File: config.mk
export PLATFORM = sky130hd
export DESIGN_NAME = fetch_sequencer
export DESIGN_NICKNAME = d
export VERILOG_FILES = /design/src/rtl/fetch_sequencer.sv
export SDC_FILE = /design/constraint.sdc
export NUM_CORES = 1
export LEC_CHECK = 0
export ABC_CLOCK_PERIOD_IN_PS = 1440
export CAP_MARGIN = 0
export CORE_ASPECT_RATIO = 0.7
export CORE_MARGIN = 2
export CORE_UTILIZATION = 39
export CTS_BUF_LIST = sky130_fd_sc_hd__clkbuf_16
export DETAILED_ROUTE_END_ITERATION = 16
export GPL_TIMING_DRIVEN = 1
export MAX_ROUTING_LAYER = met4
export PLACE_DENSITY = 0.75
export RECOVER_POWER = 50
export SYNTH_ARGS = -nofsm -noshare
export SYNTH_HDL_FRONTEND = slang
export SYNTH_SLANG_ARGS = --single-unit
File: constraint.sdc
create_clock -name i_clk -period 1.44 [get_ports i_clk]
set_input_delay 0.216 -clock i_clk [delete_from_list [all_inputs] [get_ports i_clk]]
set_output_delay 0.216 -clock i_clk [all_outputs]
set_load 0.05 [all_outputs]
File: src/rtl/fetch_sequencer.sv
// rtl/fetch_sequencer.sv - instruction-fetch controller between program_memory and decode
//
// Owns the program counter, drives the program_memory address, waits out the
// read latency and hands each fetched word to decode over a valid/ready
// handshake. Handles jump redirects and, optionally, stops on HALT.
//
// Optional feature macro: FETCH_HALT_DETECT_EN
//   defined   : an accepted word with instr[15:12] == HALT_OPCODE enters HALT
//   undefined : no opcode decode, HALT unreachable, o_halted tied to 0
//
// Ports:
//   i_clk, i_rst           clock, synchronous active-low reset
//   i_start, i_start_addr  begin fetching at i_start_addr (IDLE/HALT only)
//   i_redirect,
//   i_redirect_addr        taken jump target (WAIT/HOLD only)
//   o_mem_addr             registered address to program_memory
//   i_mem_data             program_memory read data
//   o_instr, o_instr_pc    captured word and the address it came from
//   o_instr_valid,
//   i_instr_ready          handshake to decode
//   o_busy, o_halted       status: WAIT/HOLD, HALT

module fetch_sequencer #(
  parameter int         ADDR_W      = 8,
  parameter int         DATA_W      = 16,
  parameter int         MEM_LAT     = 1,
  parameter logic [3:0] HALT_OPCODE = 4'hF
) (
  input  logic              i_clk,
  input  logic              i_rst,
  input  logic              i_start,
  input  logic [ADDR_W-1:0] i_start_addr,
  input  logic              i_redirect,
  input  logic [ADDR_W-1:0] i_redirect_addr,
  output logic [ADDR_W-1:0] o_mem_addr,
  input  logic [DATA_W-1:0] i_mem_data,
  output logic [DATA_W-1:0] o_instr,
  output logic [ADDR_W-1:0] o_instr_pc,
  output logic              o_instr_valid,
  input  logic              i_instr_ready,
  output logic              o_busy,
  output logic              o_halted
);

  typedef enum logic [1:0] {
    S_IDLE = 2'd0,
    S_WAIT = 2'd1,
    S_HOLD = 2'd2,
    S_HALT = 2'd3
  } state_t;

`ifdef FETCH_HALT_DETECT_EN
  localparam logic HALT_EN = 1'b1;
`else
  localparam logic HALT_EN = 1'b0;
`endif

  localparam logic [1:0] LAT = 2'(MEM_LAT);

  state_t            r_state;
  logic [1:0]        r_lat_cnt;
  logic [ADDR_W-1:0] r_mem_addr;   // doubles as the PC: they are always equal
  logic [DATA_W-1:0] r_instr;
  logic [ADDR_W-1:0] r_instr_pc;
  logic              r_instr_valid;

  state_t            w_state_nxt;
  logic [1:0]        w_lat_cnt_nxt;
  logic [ADDR_W-1:0] w_mem_addr_nxt;
  logic [DATA_W-1:0] w_instr_nxt;
  logic [ADDR_W-1:0] w_instr_pc_nxt;
  logic              w_instr_valid_nxt;
  logic              w_is_halt;

  // Opcode compare is gated by HALT_EN so the default build never enters HALT.
  assign w_is_halt = HALT_EN && (r_instr[DATA_W-1 -: 4] == HALT_OPCODE);

  always_ff @(posedge i_clk) begin
    if (!i_rst) begin
      r_state       <= S_IDLE;
      r_lat_cnt     <= 2'd0;
      r_mem_addr    <= '0;
      r_instr       <= '0;
      r_instr_pc    <= '0;
      r_instr_valid <= 1'b0;
    end else begin
      r_state       <= w_state_nxt;
      r_lat_cnt     <= w_lat_cnt_nxt;
      r_mem_addr    <= w_mem_addr_nxt;
      r_instr       <= w_instr_nxt;
      r_instr_pc    <= w_instr_pc_nxt;
      r_instr_valid <= w_instr_valid_nxt;
    end
  end

  always_comb begin
    w_state_nxt       = r_state;
    w_lat_cnt_nxt     = r_lat_cnt;
    w_mem_addr_nxt    = r_mem_addr;
    w_instr_nxt       = r_instr;
    w_instr_pc_nxt    = r_instr_pc;
    w_instr_valid_nxt = r_instr_valid;

    case (r_state)
      S_IDLE, S_HALT: begin
        if (i_start) begin
          w_mem_addr_nxt = i_start_addr;
          w_lat_cnt_nxt  = 2'd0;
          w_state_nxt    = S_WAIT;
        end
      end

      S_WAIT: begin
        if (i_redirect) begin
          // Restart the latency count: the read in flight is for the old PC.
          w_mem_addr_nxt = i_redirect_addr;
          w_lat_cnt_nxt  = 2'd0;
        end else if (r_lat_cnt == LAT) begin
          w_instr_nxt       = i_mem_data;
          w_instr_pc_nxt    = r_mem_addr;
          w_instr_valid_nxt = 1'b1;
          w_state_nxt       = S_HOLD;
        end else begin
          w_lat_cnt_nxt = r_lat_cnt + 2'd1;
        end
      end

      S_HOLD: begin
        if (i_redirect) begin
          // Redirect wins over a same-edge accept and over HALT entry.
          w_mem_addr_nxt    = i_redirect_addr;
          w_instr_valid_nxt = 1'b0;
          w_lat_cnt_nxt     = 2'd0;
          w_state_nxt       = S_WAIT;
        end else if (r_instr_valid && i_instr_ready) begin
          w_instr_valid_nxt = 1'b0;
          if (w_is_halt) begin
            w_state_nxt = S_HALT;
          end else begin
            w_mem_addr_nxt = r_mem_addr + 1'b1;
            w_lat_cnt_nxt  = 2'd0;
            w_state_nxt    = S_WAIT;
          end
        end
      end

      default: w_state_nxt = S_IDLE;
    endcase
  end

  assign o_mem_addr    = r_mem_addr;
  assign o_instr       = r_instr;
  assign o_instr_pc    = r_instr_pc;
  assign o_instr_valid = r_instr_valid;
  assign o_busy        = (r_state == S_WAIT) || (r_state == S_HOLD);
  assign o_halted      = HALT_EN && (r_state == S_HALT);

endmodule
### Yosys cells after proc, flatten, opt, wreduce, memory -nomap -nowiden

Index checks and enable logic that the tools add are counted.
Widths: inputs -> output; s select.

| word-level totals | value |
|---|---|
| bits of input ports | 37 |
| word-level logic and storage cells | 51 |
| register bits | 37 |
| output and inout port bits | 35 |

| operators by class | value |
|---|---|
| equal/unequal tests | 10 |
| add/sub/neg operators | 2 |
| bitwise gates (word level) | 1 |
| multiplexer cells | 22 |
| reduce and logical (&&, ||, !) cells | 10 |

Operators by type and width:

| cell | number |
|---|---|
| $mux 8 | 4 |
| $pmux 8 s3 | 1 |
| $mux 2 | 10 |
| $pmux 2 s3 | 2 |
| $reduce_and 3->1 | 3 |
| $add 8x1->8 const B | 1 |
| $ne 2x2->1 const B | 4 |
| $reduce_and 4->1 | 2 |
| $ne 3x3->1 const B | 2 |
| $eq 2x1->1 const B | 2 |
| $eq 2x2->1 const B | 2 |
| $mux 1 | 4 |
| $add 2x1->2 const B | 1 |
| $logic_not 2->1 | 1 |
| $pmux 1 s2 | 1 |
| $reduce_bool 2->1 | 1 |
| $reduce_or 2->1 | 1 |
| $logic_and 1x1->1 | 1 |
| $logic_or 1x1->1 | 1 |
| $not 1->1 | 1 |

### Depth between registers and ports, before layout

Gate-level depths: netlist of the first run.

| depth | value |
|---|---|
| depth in word-level cells | 4 |
| depth in mapped cells | 8 |
| mapped depth without buffers | 6 |

### Worst setup path after synthesis of the first run

No wires, ideal clock.

| timing path | value |
|---|---|
| path kind | reg-to-reg |
| start point | reg r_mem_addr[0] (netlist: o_mem_addr[0]) |
| end point | reg r_mem_addr[1] (netlist: o_mem_addr[1]) |
| stages on the path, launching flop included | 6 |
| setup slack | -0.379 ns |
| arrival | 1.699 ns |
| setup time | 0.120 ns |
| path buffers | 0 |
| cell sequence | dfxtp_1 ha_1 mux2_4 a221o_1 o211ai_1 a21boi_1 |

| on the way | value |
|---|---|
| word-level cells in the longest chain between the ends | 4 |

Ends and longest elaborated chain:

| item | RTL line | source |
|---|---|---|
| start: declaration | 62 | `logic [ADDR_W-1:0] r_mem_addr;` |
| start signal: assignment | 89 | `r_mem_addr <= w_mem_addr_nxt;` |
| $add 8x1->8 | 140 | `w_mem_addr_nxt = r_mem_addr + 1'b1;` |
| $mux 8 | 135 | `end else if (r_instr_valid && i_instr_ready) begin` |
| $mux 8 | 129 | `if (i_redirect) begin` |
| $pmux 8 s3 | 104 | `case (r_state)` |

No other way between the ends. The select of a mux whose other input is x is not followed.
A chain may end at the register's enable or synchronous reset.

### Worst setup path in the final report of the first run

| timing path | value |
|---|---|
| start point | reg r_state[0] |
| end point | out o_busy |

| on the way | value |
|---|---|
| word-level cells in the longest chain between the ends | 2 |
| elaborated cells between the ends (all ways) | 3 |
| those cells by class | eq/ne (2); reduce/logical (1) |

Ends and longest elaborated chain:

| item | RTL line | source |
|---|---|---|
| start: declaration | 60 | `state_t r_state;` |
| start signal: assignment | 87 | `r_state <= w_state_nxt;` |
| $eq 2x1->1 / $eq 2x2->1 (equally long branches) | 155 | `assign o_busy = (r_state == S_WAIT) \|\| (r_state == S_HOLD);` |
| $logic_or 1x1->1 * | 155 |  |
| end: declaration | 41 | `output logic o_busy,` |

Mark *: on every way between the ends. The rest lies on a longest branch, timed or not.

==> results of run 1 <==
[final cells by class]
class / instances / area, um2
Timing Repair Buffer: 109 / 1050
Sequential cell: 37 / 753
Multi-Input combinational cell: 159 / 1150
Clock inverter: 2 / 7.51
Clock buffer: 6 / 150
Fill cell: 336 / 1210
Tap cell: 55 / 68.8
Inverter: 5 / 31.3
[power breakdown]
group          internal, mW  leakage (nW)  total, mW  switching (mW)
Clock                 0.734        0.0808       1.14           0.407
Combinational         0.446          1.05      0.870           0.425
Sequential             1.07         0.303       1.11          0.0438
[critical path, stage by stage, from the launching register on]
cell	delay, ns
dfxtp_2	0.34
inv_2	0.05
ha_4	0.34
inv_12	0.04
buf_8	0.12
buf_6	0.11
buf_12	0.13
[registers in the layout, summed over array words and instances (netlist names)]
name / flops
o_instr: 16
o_instr_pc: 8
o_instr_valid: 1
o_mem_addr: 8
r_lat_cnt: 2
r_state: 2
[layer usage]
metal | GRT usage (%) | vias up | part of all wire (%)
met2 | 37.9 | 86 | 45
met4 | 5.44 | 0 | 1.7
met1 | 29.8 | 918 | 44
met5 | - | - | 0
li1 | - | 964 | -
met3 | 7.91 | 13 | 8.8
[cell families (layout without fill, tap and decap cells)]
| group | after synthesis | after routing | share of synthesized area [%] |
|---|---|---|---|
| DFF | 37 | 37 | 40.2 |
| muxes | 1 | 1 | 0.814 |
| xor gates and xnor gates | 3 | 3 | 1.43 |
| other | 1 | 1 | 0.203 |
| AOI/OAI and AO/OA | 70 | 70 | 28.6 |
| buffers and inverters | 20 | 122 | 6.04 |
| and+or+nand+nor | 80 | 80 | 20.0 |
| adders and majority gates | 4 | 4 | 2.72 |
[stage by stage]
| step | hold WS [ns] | cells |
|---|---|---|
| 6_report | 0.456 | 373 |
| 5_1_grt | 0.478 | 373 |
| 4_1_cts | 0.464 | 369 |
| 3_5_place_dp | 0.457 | 355 |
| 3_3_place_gp | 0.451 | 355 |
| 2_1_floorplan | 0.361 | 216 |
[worst min-delay path by stage]
stage                     to  slack, ns  cells past startpoint
2_1_floorplan    o_instr[11]       0.36                      2
3_3_place_gp      o_instr[1]       0.45                      2
3_5_place_dp      o_instr[8]       0.46                      2
4_1_cts           o_instr[8]       0.46                      2
5_1_grt        o_instr_pc[4]       0.48                      2
6_report       o_instr_pc[4]       0.46                      2
[layout by cell type (no fill, tap or decap), drive strengths merged, types with 4 or more instances in the layout]
cell type       n
a21boi         29
a21oi           4
a221oi          5
buf            46
clkbuf         22
clkdlybuf4s50  35
dfxtp          37
dlymetal6s2s   11
ha              4
inv             6
nand2          53
nand2b          5
nand3           6
o211ai          4
o21ai          10
o31ai           5
[what timing repair did]
item	in CTS	in global routing
gates resized for setup	12	30
endpoints found under the setup margin	37	30
cloned	2	0
pin swaps	1	11
hold endpoints to repair	0	0
buffers inserted	4	5
==> impl_metrics.toml, run 1 <==
[sta]
tightest_slew_ns = 0.600
slew_violations = 0
max_freq_mhz = 616
fin_skew_ns = 0.00754
relSlewSlack_pct = 60.2
finalHoldViolations = 0
period_share_pct = 113
fin_ws_ns = -0.183
grt_setup_unrepaired = "yes"
setup_viol = 8
tns_ns = -0.720
min_period_ns = 1.62

[die]
io-pin-count = 72
fp.dieH_um = 61.5
die_w_um = 86.2
core_area_mm2 = 0.00443
initial_utilization_pct = 41.6
rows = 20
die-area_mm2 = 0.00530

[clock_network]
cts-htree-levels = 2
cts_hold_buf = 0
clock_path_buffers = 2
clk_latency_ns = 0.28
path_clk_slew_ns = 0.06
tritoncts = "yes"
cts_root_buf = "clkbuf_16"
clkSinkCount = 37
cts_buffers = 5

[logic_synthesis]
synth_nets = 257
yosysUniqueCellTypes = 44
synthArstFlopShare_pct = 0
synth.area.top_cells = "dfxtp_1 (40%), nand2_1 (11%), a21boi_0 (10%)"
synth_top_flop_cell = "dfxtp_1"
post-synth-top-count-cell = "nand2_1"
synthCells = 216
yosysWarnings = 0
synth_edf_count = 0
synth-seq-cells = 37
yosys-top-cells-count = "nand2_1 (53), dfxtp_1 (37), a21boi_0 (25), o21ai_0 (9)"
netlist_area_mm2 = 0.00184
avgSynthCellArea_um2 = 8.53
ys_seq_area_share_pct = 40.2
synth_top_cell_by_area = "dfxtp_1"
netlist.area_leader.share_pct = 40.2

[critical_path]
cp-startpoint = "r_state[0]"
cp.required_ns = 1.22
critPathLaunchType = "flip-flop"
r2r-end = "o_mem_addr[0]"
worstSetupPathType = "reg -> out"
r2r_slack_ns = -0.14
crit_path_end_kind = "output pin"
r2r_start = "r_state[0]"
worstPathArrival_ns = 1.41
rr_worst_depth = 7
crit_fanout = 4
endpoint = "o_busy"

[flow_run]
cap_violations = 0

[power]
total_power_mw = 3.12
p_leak_nw = 1.44
pwr_density_cell_mw_per_mm2 = 970
irDropWorstVdd_uv = 573

[placement]
hpwl_um = 4130
gp_congestion = 0.885
io_buffer_count = 70
pre_cts_ws_ns = -0.331
dpl_cell_area_mm2 = 0.00299

[finish]
fin_nets = 358
post-route-util_pct = 72.6
insertedDiodeCount = 0
stdcell_area_mm2 = 0.00322
drive_gt1_share_pct = 30.2
syn_to_final_growth_pct = 74.5

[route]
ant_nets = 0
wl_per_cell_um = 16.3
drtIter0Drc = 82
drc_errors = 0
postRouteWirelength_um = 6070
vias_per_cell = 5.31
vias = 1981
first_pass_iters = 4

[grt]
grt_max_degree = 15
grt_pass1_vias = 1980
grt_pass1_wl_um = 9340
grt-ovfl-total = 0
track_usage_pct = 23.8
antenna_found_initial = 0

[run_status]
status = "finished with violations"
violations = "setup timing"

[worst_hold_path]
holdCritPathClass = "reg -> reg"
min-delay-start = "o_instr_pc[4]"
Power figures use the tool's default switching activity.
==> run 2: changes to the inputs <==
--- a/config.mk
+++ b/config.mk
@@ -5,16 +5,16 @@
 export SDC_FILE = /design/constraint.sdc
 export NUM_CORES = 1
 export LEC_CHECK = 0
-export ABC_CLOCK_PERIOD_IN_PS = 1440
+export ABC_CLOCK_PERIOD_IN_PS = 2000
 export CAP_MARGIN = 0
 export CORE_ASPECT_RATIO = 0.7
 export CORE_MARGIN = 2
-export CORE_UTILIZATION = 39
+export CORE_UTILIZATION = 47
 export CTS_BUF_LIST = sky130_fd_sc_hd__clkbuf_16
 export DETAILED_ROUTE_END_ITERATION = 16
 export GPL_TIMING_DRIVEN = 1
 export MAX_ROUTING_LAYER = met4
-export PLACE_DENSITY = 0.75
+export PLACE_DENSITY = 0.84
 export RECOVER_POWER = 50
 export SYNTH_ARGS = -nofsm -noshare
 export SYNTH_HDL_FRONTEND = slang
==> constraint.sdc (replaced) <==
create_clock -name i_clk -period 2 [get_ports i_clk]
set_input_delay 0.3 -clock i_clk [delete_from_list [all_inputs] [get_ports i_clk]]
set_output_delay 0.3 -clock i_clk [all_outputs]
set_load 0.05 [all_outputs]
==> run 2 against run 1 <==
Net effect:
- the flow now finishes without violations
- critical path depth fell by 5
- non-clock buffer count is 30 lower
- combinational power is 51% lower
- critical path type unchanged
- clock skew down 0.0033 ns
- clock power is 21% lower
- worst setup slack improved by 0.28 ns
- core utilization up 3.7 points
- flip-flop and latch count stayed put
- highest routed layer unchanged
- sequential share of layout area up 3.2 points
- die area is 16% lower
- cell area fell by 13%
==> impl_metrics.toml, run 2 (same netlist as run 1, synthesis figures left out) <==
[clock_network]
clk_latency_ns = 0.28
clkSinkCount = 37
clock_path_buffers = 2
tritoncts = "yes"
cts_root_buf = "clkbuf_16"
cts-htree-levels = 2
cts_buffers = 5
path_clk_slew_ns = 0.06

[finish]
drive_gt1_share_pct = 8.68
largest_reg_flops = 16
fillers = 290
final_cell_mix = "nand2_1 (53), clkdlybuf4s50_1 (53), dfxtp_1 (37)"
fin_nets = 328
stdcell_area_mm2 = 0.00279
syn_to_final_growth_pct = 51.2
register_area_um2 = 741
post-route-util_pct = 76.4
insertedDiodeCount = 0
multiInputGateArea_um2 = 983

[sta]
finalHoldViolations = 0
slew_violations = 0
grt_setup_unrepaired = "no"
fin_ws_ns = 0.0960
max_freq_mhz = 525
setup_viol = 0
fin_skew_ns = 0.00426
period_share_pct = 95.2
tightest_slew_ns = 0.600
relSlewSlack_pct = 60.2
tns_ns = 0
min_period_ns = 1.90

[grt]
grt_pass1_vias = 1702
busiest_layer = "met2"
grt-ovfl-total = 0
grt_util_met3_pct = 5.95
grt.met2_usage_pct = 35.4
gr-usage-met1_pct = 31.7
grt_pass1_wl_um = 7960
track_usage_pct = 23.7
antenna_found_initial = 0
grt_max_degree = 37

[critical_path]
rr_worst_depth = 7
crit_family = "buffers and inverters"
cp.required_ns = 1.70
slowest_delay_ns = 0.86
r2r_start = "r_state[0]"
crit_fanout = 7
critPathLaunchType = "flip-flop"
path_buf_inv = 1
r2r-end = "o_mem_addr[1]"
worstPathArrival_ns = 1.60
crit_path_cell_trace = "clkdlybuf4s50_1"
cpMaxStageDelayCell = "clkdlybuf4s50_1"
r2r_slack_ns = 0.24
worstSetupPathType = "reg -> out"
crit_path_end_kind = "output pin"

[route]
first_pass_iters = 4
vias_per_cell = 5.43
vias = 1835
drc_errors = 0
postRouteWirelength_um = 5020
ant_nets = 0
wl_per_cell_um = 14.9
drtIter0Drc = 127

[worst_hold_path]
min_to = "o_instr_pc[6]"
holdCritPathClass = "reg -> reg"
worstHoldPathCells = 2
min-delay-start = "o_instr_pc[6]"

[placement]
hpwl_um = 3590
gp_congestion = 0.901
dpl_cell_area_mm2 = 0.00263
pre_cts_ws_ns = 0.0538
io_buffer_count = 70

[power]
pwr_density_cell_mw_per_mm2 = 762
p_leak_nw = 1.06
irDropWorstVdd_uv = 620

[die]
die-area_mm2 = 0.00445
initial_utilization_pct = 50.5
core_area_mm2 = 0.00365
rows = 18
fp.dieH_um = 56.4
die_w_um = 78.8
io-pin-count = 72

[flow_run]
cap_violations = 0

[run_status]
status = "complete, no violations"
run 2: cell types whose count changed in the layout (fill, tap and decap cells not counted), sizes merged:
cell / change
buf: -36
bufinv: +1
clkbuf: -16
clkdlybuf4s50: +18
clkinvlp: +1
dlygate4sd2: -1
dlygate4sd3: +15
dlymetal6s2s: -11
inv: -1
run 2: cell type report:
type | instances | area share [%]
clock buffers | 5 | 4.49
well taps | 50 | 2.25
flip-flops and latches | 37 | 26.6
inverters | 5 | 0.674
clock inverters | 3 | 1.66
multi-input cells | 159 | 35.3
repair buffers | 79 | 29.1
run 2: tightest hold or removal path: stages, from the launching register on:
cell	delay, ns
dfxtp_1	0.30
nand2_1	0.04
a21boi_0	0.06
run 2: repair_timing:
action,in CTS,in global routing
buffers inserted,0,0
gates resized for setup,0,1
endpoints found under the setup margin,0,1
hold buffers,0,0
hold endpoints to repair,0,0
run 2: where the power goes:
| part | total [mW] | switching [mW] | leakage (nW) | internal, mW |
|---|---|---|---|---|
| Clock | 0.895 | 0.305 | 0.0800 | 0.589 |
| Combinational | 0.428 | 0.231 | 0.679 | 0.197 |
| Sequential | 0.801 | 0.0363 | 0.300 | 0.764 |
run 2: worst max path at each step:
stage	end	slack [ns]	start	depth (start not counted)
finish	o_mem_addr[0]	0.1	o_mem_addr[0]	1
global route	o_mem_addr[0]	0.08	o_mem_addr[0]	1
CTS	o_mem_addr[2]	0.02	o_mem_addr[2]	1
detailed placement	r_lat_cnt[0]	0.05	i_redirect	5
global placement	o_mem_addr[7]	0.1	i_redirect	5
floorplan	o_mem_addr[1]	0.18	o_mem_addr[0]	5
run 2: metrics by stage:
step / total power, mW / std cells / hold slack, ns
after floorplan: 1.05 / 216 / 0.445
after global placement: 1.24 / 330 / 0.448
after detailed placement: 1.24 / 330 / 0.455
after CTS: 2.14 / 338 / 0.464
after global routing: 2.20 / 338 / 0.479
final: 2.12 / 338 / 0.459
run 2: per-layer routing:
metal / routed length [um] / vias to the layer above
li1: - / 904
met1: 2240 / 822
met2: 2180 / 102
met3: 540 / 7
met4: 62 / 0
met5: 0 / -
